**src/rtl/quad_decoder_pkg.sv**
```systemverilog
// Shared types and the Gray-code step decoder for the quadrature decoder.
package quad_pkg;

    localparam int QD_ACC_W = 3;

    typedef enum logic {
        INIT = 1'b0,
        RUN  = 1'b1
    } qd_state_t;

    typedef enum logic [1:0] {
        NONE    = 2'd0,
        INC     = 2'd1,
        DEC     = 2'd2,
        ILLEGAL = 2'd3
    } qd_step_t;

    // Clockwise successor in the sequence 00 -> 01 -> 11 -> 10 -> 00.
    function automatic logic [1:0] qd_cw_next(input logic [1:0] ab);
        logic [1:0] nxt;
        case (ab)
            2'b00:   nxt = 2'b01;
            2'b01:   nxt = 2'b11;
            2'b11:   nxt = 2'b10;
            2'b10:   nxt = 2'b00;
            default: nxt = 2'b00;
        endcase
        return nxt;
    endfunction

    function automatic qd_step_t qd_decode(input logic [1:0] prev_ab, input logic [1:0] cur_ab);
        qd_step_t step;
        if (cur_ab == prev_ab) begin
            step = NONE;
        end else if ((cur_ab ^ prev_ab) == 2'b11) begin
            step = ILLEGAL;
        end else if (cur_ab == qd_cw_next(prev_ab)) begin
            step = INC;
        end else begin
            step = DEC;
        end
        return step;
    endfunction

endpackage

```
**src/rtl/quad_decoder_debounce_ch.sv**
```systemverilog
// Single-channel debouncer: accepts a new level only after it has been stable
// for DEB_N consecutive cycles; load bypasses the filter.
module debounce_ch #(
    parameter int DEB_N = 1000
) (
    input  logic clk,
    input  logic rst,
    input  logic din,
    input  logic load,
    output logic dout
);

    localparam int CNT_W = (DEB_N < 2) ? 1 : $clog2(DEB_N + 1);
    localparam logic [CNT_W-1:0] CNT_LAST = CNT_W'(DEB_N - 1);

    if (DEB_N < 1) begin : g_bad_deb_n
        $error("debounce_ch: DEB_N must be >= 1");
    end

    logic [CNT_W-1:0] cnt_q;
    logic [CNT_W-1:0] cnt_d;
    logic             dout_q;
    logic             dout_d;

    // Next-state: count disagreement cycles, accept on the DEB_N-th one.
    always_comb begin
        cnt_d  = cnt_q;
        dout_d = dout_q;
        if (load) begin
            dout_d = din;
            cnt_d  = {CNT_W{1'b0}};
        end else if (din != dout_q) begin
            if (cnt_q == CNT_LAST) begin
                dout_d = din;
                cnt_d  = {CNT_W{1'b0}};
            end else begin
                cnt_d = cnt_q + CNT_W'(1);
            end
        end else begin
            cnt_d = {CNT_W{1'b0}};
        end
    end

    // State registers.
    always_ff @(posedge clk) begin
        if (rst) begin
            cnt_q  <= {CNT_W{1'b0}};
            dout_q <= 1'b0;
        end else begin
            cnt_q  <= cnt_d;
            dout_q <= dout_d;
        end
    end

    assign dout = dout_q;

endmodule

```
**src/rtl/quad_decoder.sv**
```systemverilog
// Quadrature A/B decoder: synchronize, debounce, decode Gray-code steps and
// divide them down to one en pulse (with cw direction) per DIV edges.
module quad_decoder
    import quad_pkg::*;
#(
    parameter int DEB_N = 1000,
    parameter int DIV   = 4
) (
    input  logic       clk,
    input  logic       rst,
    input  logic       a_in,
    input  logic       b_in,
    output logic       en,
    output logic       cw,
    output logic       err,
    output logic [1:0] ab
);

    localparam int INIT_W = $clog2(DEB_N + 2);
    localparam logic [INIT_W-1:0] INIT_LAST = INIT_W'(DEB_N + 1);
    localparam logic signed [QD_ACC_W-1:0] ACC_MAX = QD_ACC_W'(DIV - 1);
    localparam logic signed [QD_ACC_W-1:0] ACC_MIN = QD_ACC_W'(1 - DIV);

    if (!(DIV == 1 || DIV == 2 || DIV == 4)) begin : g_bad_div
        $error("quad_decoder: DIV must be 1, 2 or 4");
    end

    logic [1:0]                 sync_a_q;
    logic [1:0]                 sync_b_q;
    logic                       s2_a;
    logic                       s2_b;
    logic                       deb_a;
    logic                       deb_b;
    logic                       load_s;
    logic [1:0]                 cur_ab_s;
    qd_step_t                   step_s;

    qd_state_t                  state_q;
    qd_state_t                  state_d;
    logic [INIT_W-1:0]          init_cnt_q;
    logic [INIT_W-1:0]          init_cnt_d;
    logic [1:0]                 prev_ab_q;
    logic [1:0]                 prev_ab_d;
    logic signed [QD_ACC_W-1:0] acc_q;
    logic signed [QD_ACC_W-1:0] acc_d;
    logic                       en_q;
    logic                       en_d;
    logic                       cw_q;
    logic                       cw_d;
    logic                       err_q;
    logic                       err_d;

    assign s2_a     = sync_a_q[1];
    assign s2_b     = sync_b_q[1];
    assign load_s   = (state_q == INIT);
    assign cur_ab_s = {deb_a, deb_b};
    assign step_s   = qd_decode(prev_ab_q, cur_ab_s);

    debounce_ch #(.DEB_N(DEB_N)) u_deb_a (
        .clk  (clk),
        .rst  (rst),
        .din  (s2_a),
        .load (load_s),
        .dout (deb_a)
    );

    debounce_ch #(.DEB_N(DEB_N)) u_deb_b (
        .clk  (clk),
        .rst  (rst),
        .din  (s2_b),
        .load (load_s),
        .dout (deb_b)
    );

    // Two-flop synchronizers for the asynchronous pins.
    always_ff @(posedge clk) begin
        if (rst) begin
            sync_a_q <= 2'b00;
            sync_b_q <= 2'b00;
        end else begin
            sync_a_q <= {sync_a_q[0], a_in};
            sync_b_q <= {sync_b_q[0], b_in};
        end
    end

    // FSM, step accumulation and output pulse generation.
    always_comb begin
        state_d    = state_q;
        init_cnt_d = init_cnt_q;
        prev_ab_d  = prev_ab_q;
        acc_d      = acc_q;
        en_d       = 1'b0;
        err_d      = 1'b0;
        cw_d       = cw_q;
        case (state_q)
            INIT: begin
                // Track the pins directly so whatever level they settled at is not seen as a step.
                prev_ab_d = {s2_a, s2_b};
                acc_d     = {QD_ACC_W{1'b0}};
                if (init_cnt_q == INIT_LAST) begin
                    state_d    = RUN;
                    init_cnt_d = {INIT_W{1'b0}};
                end else begin
                    init_cnt_d = init_cnt_q + INIT_W'(1);
                end
            end
            RUN: begin
                prev_ab_d = cur_ab_s;
                case (step_s)
                    INC: begin
                        if (acc_q == ACC_MAX) begin
                            en_d  = 1'b1;
                            cw_d  = 1'b1;
                            acc_d = {QD_ACC_W{1'b0}};
                        end else begin
                            acc_d = acc_q + QD_ACC_W'(1);
                        end
                    end
                    DEC: begin
                        if (acc_q == ACC_MIN) begin
                            en_d  = 1'b1;
                            cw_d  = 1'b0;
                            acc_d = {QD_ACC_W{1'b0}};
                        end else begin
                            acc_d = acc_q - QD_ACC_W'(1);
                        end
                    end
                    ILLEGAL: err_d = 1'b1;
                    NONE:    err_d = 1'b0;
                    default: err_d = 1'b0;
                endcase
            end
            default: begin
                state_d    = INIT;
                init_cnt_d = {INIT_W{1'b0}};
            end
        endcase
    end

    // State and output registers.
    always_ff @(posedge clk) begin
        if (rst) begin
            state_q    <= INIT;
            init_cnt_q <= {INIT_W{1'b0}};
            prev_ab_q  <= 2'b00;
            acc_q      <= {QD_ACC_W{1'b0}};
            en_q       <= 1'b0;
            cw_q       <= 1'b0;
            err_q      <= 1'b0;
        end else begin
            state_q    <= state_d;
            init_cnt_q <= init_cnt_d;
            prev_ab_q  <= prev_ab_d;
            acc_q      <= acc_d;
            en_q       <= en_d;
            cw_q       <= cw_d;
            err_q      <= err_d;
        end
    end

    assign en  = en_q;
    assign cw  = cw_q;
    assign err = err_q;
    assign ab  = cur_ab_s;

endmodule

```
**config.mk**
```make
export PLATFORM = sky130hd
export DESIGN_NAME = quad_decoder
export DESIGN_NICKNAME = d
export VERILOG_FILES = /design/src/rtl/quad_decoder_pkg.sv /design/src/rtl/quad_decoder_debounce_ch.sv /design/src/rtl/quad_decoder.sv
export SDC_FILE = /design/constraint.sdc
export NUM_CORES = 1
export LEC_CHECK = 0
export CORE_AREA = 2 2 95 97
export DETAILED_ROUTE_END_ITERATION = 16
export DIE_AREA = 0 0 97 99
export SLEW_MARGIN = 20
export SYNTH_ARGS = -nofsm -noshare
export SYNTH_HDL_FRONTEND = slang
export SYNTH_SLANG_ARGS = --single-unit
```
**constraint.sdc**
```tcl
create_clock -name clk -period 2.6 [get_ports clk]
set_input_delay 0.52 -clock clk [delete_from_list [all_inputs] [get_ports clk]]
set_output_delay 0.52 -clock clk [all_outputs]
set_load 0.02 [all_outputs]
```
==> metrics <==
outcome finished clean; relative slew slack 0.6721; Final Hold Viols 0; DR vias approximately 1600; Hold EP sync_b_q[1]; Synth area leader dfxtp_1; DRT Wirelength slightly below 4000 µm; Critical Path Sink Type output pin; EDFF count, synth 0; Cells after Synth around 240; syn_area_per_cell approximately 8.7 µm²; fill count between 900 and 1000; Initial Utilization 0.2474; share of cells above drive strength 1 0.05645; largest stage delay on the critical path around 0.67 ns; Reg2Reg Launch Point u_deb_b.cnt_q[0]; crit path time final between 1.5 and 2 ns; Place WS slightly above 0.7 ns; Syn Nets about 250; Yosys warnings 0; antenna fix cells 0; initial antenna violation count 0; Std-Cell Rows 34; CP max stage cell clkdlybuf4s50_1; total die area slightly below 0.01 mm²; CP cell instances clkdlybuf4s50_1; CTS Hold Bufs 0; drt wl/cell 11.04 µm; Max Transition Viols Final 0; CP Launch Type register; post-DP HPWL roughly 2800 µm; Root Driver clkbuf_8; Detail Route Antenna Nets 0; fin crit share 0.7628; drt initial violations 63; power density cells 500.0 mW/mm²; gr busiest metal met2; top-count cell post-synth dfxtp_1; # IOs 9; sequential fraction of the synthesis area 0.4258; depth of the CTS H-tree 2; Setup Fix Bufs, Post-CTS 0; HP Class reg -> reg; Clk Latency, worst-skew pair around 0.29 ns; Peak VDD IR 0.1708 mV; Buffers & Inverters on Critical Path 1; WP data arrival 1.46 ns; Clock Path Buffers 2; largest net degree at the start of global routing 22; Final nets about 260; maximum operating frequency 504.2 MHz; first-pass GRT wire length 7100 µm; Area contributors post-synth dfxtp_1 43%, nor2_1 5.5%, ha_1 4.1%; Commonest cells post-synth 45 x dfxtp_1, 31 x nor2_1, 17 x nand2_1; Worst EP required 2.08 ns; Worst-Margin Slew about 0.49 ns; Total GRT Usage 0.08699; vias in the first global route roughly 1600; Pre-antenna DRT Iters 4; Yosys top cell area share 0.4258; FF-to-FF setup slack about 0.94 ns; Leak 0.7925 nW; Final setup viols 0; synthesis-stage register bit count between 40 and 50; max_cap viols 0; grt met2 use 0.1410; min-delay src sync_b_q[0]; Seq. cell area ~900 µm²; Via density 4.551; Top Family by Delay on Critical Path buffers and inverters; FF-to-FF path depth 5; Post-synth ARST share 0; Die Span X approximately 97 µm; DRC viols 0; setup TNS 0 ns; M3 GR Usage 0.01418; multi-input logic area between 0.001 and 0.0015 mm²; synth unique cells about 50; area grow syn2layout 12.36%; Hold Path Depth 1; grt ovf 0; CORE AREA ~0.0086 mm²; RSZ-0062 raised after global routing false; CTS tree done; Clock Sinks 45; IO Port Bufs 8; Final WS setup 0.6167 ns; mapped cell area 0.002116 mm²; clk slew on worst S/H paths around 0.080 ns; terminus of the critical flop-to-flop path u_deb_b.cnt_q[3]; CTS resizes 0; gpl congestion between 0.7 and 0.8; GRT met1 Usage 0.1121; TritonCTS Buffers 5; Die Y between 90 and 100 µm; ys flop type dfxtp_1; critical path type reg -> out; worst-path fanout max 6; Clock Skew around 0.0059 ns
-- registers in the layout, summed over array words and instances, names as in the netlist, 2 cells and up --
signal	cells
u_deb_a.cnt_q	10
acc_q	3
sync_b_q	2
init_cnt_q	10
u_deb_b.cnt_q	10
prev_ab_q	2
sync_a_q	2
-- per-layer routing --
| metal | vias to the layer above | share of wire |
|---|---|---|
| met5 | - | 0 |
| met1 | 745 | 0.50 |
| li1 | 851 | - |
| met3 | 5 | 0.023 |
| met2 | 19 | 0.46 |
| met4 | 0 | 0.019 |
-- cell families (layout without fill, tap and decap cells) --
kind of cell	count (synthesis)	in the layout	synth area share
AND/OR/NAND/NOR	105	105	0.2596
buffers and inverters	21	27	0.04376
multiplexers	5	5	0.02366
adder cells (fa/ha/maj)	7	7	0.04139
flip-flops	45	45	0.4258
XOR/XNOR	19	19	0.07865
AO/OA/AOI/OAI	40	40	0.1272
-- stage by stage --
stage                     utilization  power [mW]  instance area, µm²  hold WS, ns  cells
after floorplan                     -      0.7592                2116       0.4138    242
after global placement         0.2679      0.7729                2291       0.4217    349
after detailed placement       0.2679      0.7735                2291       0.4324    349
after CTS                      0.2780       1.209                2377       0.4522    356
after global routing           0.2780       1.240                2377       0.4641    356
final                          0.2780       1.189                2377       0.4405    356
-- power breakdown --
part	switching, mW	total [mW]	internal [mW]	leakage [nW]
combinational	0.0225	0.0454	0.0229	0.384
clock	0.221	0.432	0.211	0.0443
sequential	0.0128	0.711	0.699	0.364
-- how the worst max path moves through the flow --
stage,to,slack (ns),from,depth (start not counted)
2_1_floorplan,u_deb_b.cnt_q[3],1.13,u_deb_b.cnt_q[0],5
3_3_place_gp,init_cnt_q[0],0.77,rst,4
3_5_place_dp,u_deb_b.cnt_q[3],0.73,rst,5
4_1_cts,ab[1],0.59,u_deb_a.dout,1
5_1_grt,ab[0],0.55,u_deb_b.dout,1
6_report,ab[0],0.62,u_deb_b.dout,1
-- cells in the final DEF, fill, tap and decap left out, drive strengths merged, types with 2 or more instances in the layout --
cell,instances
o21ai,6
nor3b,2
inv,10
mux2i,5
clkdlybuf4s50,8
nand2,17
o21bai,3
dfxtp,45
a41o,2
nand4,4
and3,3
nand3,16
clkbuf,7
nor2,31
xor2,9
nor2b,5
ha,7
nand4b,2
a21oi,14
nor3,5
or3,7
buf,2
nand2b,3
xnor2,10
and2,2
a31oi,2
-- area by class of cell --
type                    instances  share of cell area
multi-input cells             176              0.4721
repair buffers                 10             0.04000
flip-flops and latches         45              0.3789
clock buffers                   7             0.03632
well taps                     108             0.05684
inverters                      10             0.01579
No activity file was read; power rests on OpenSTA's default activity.
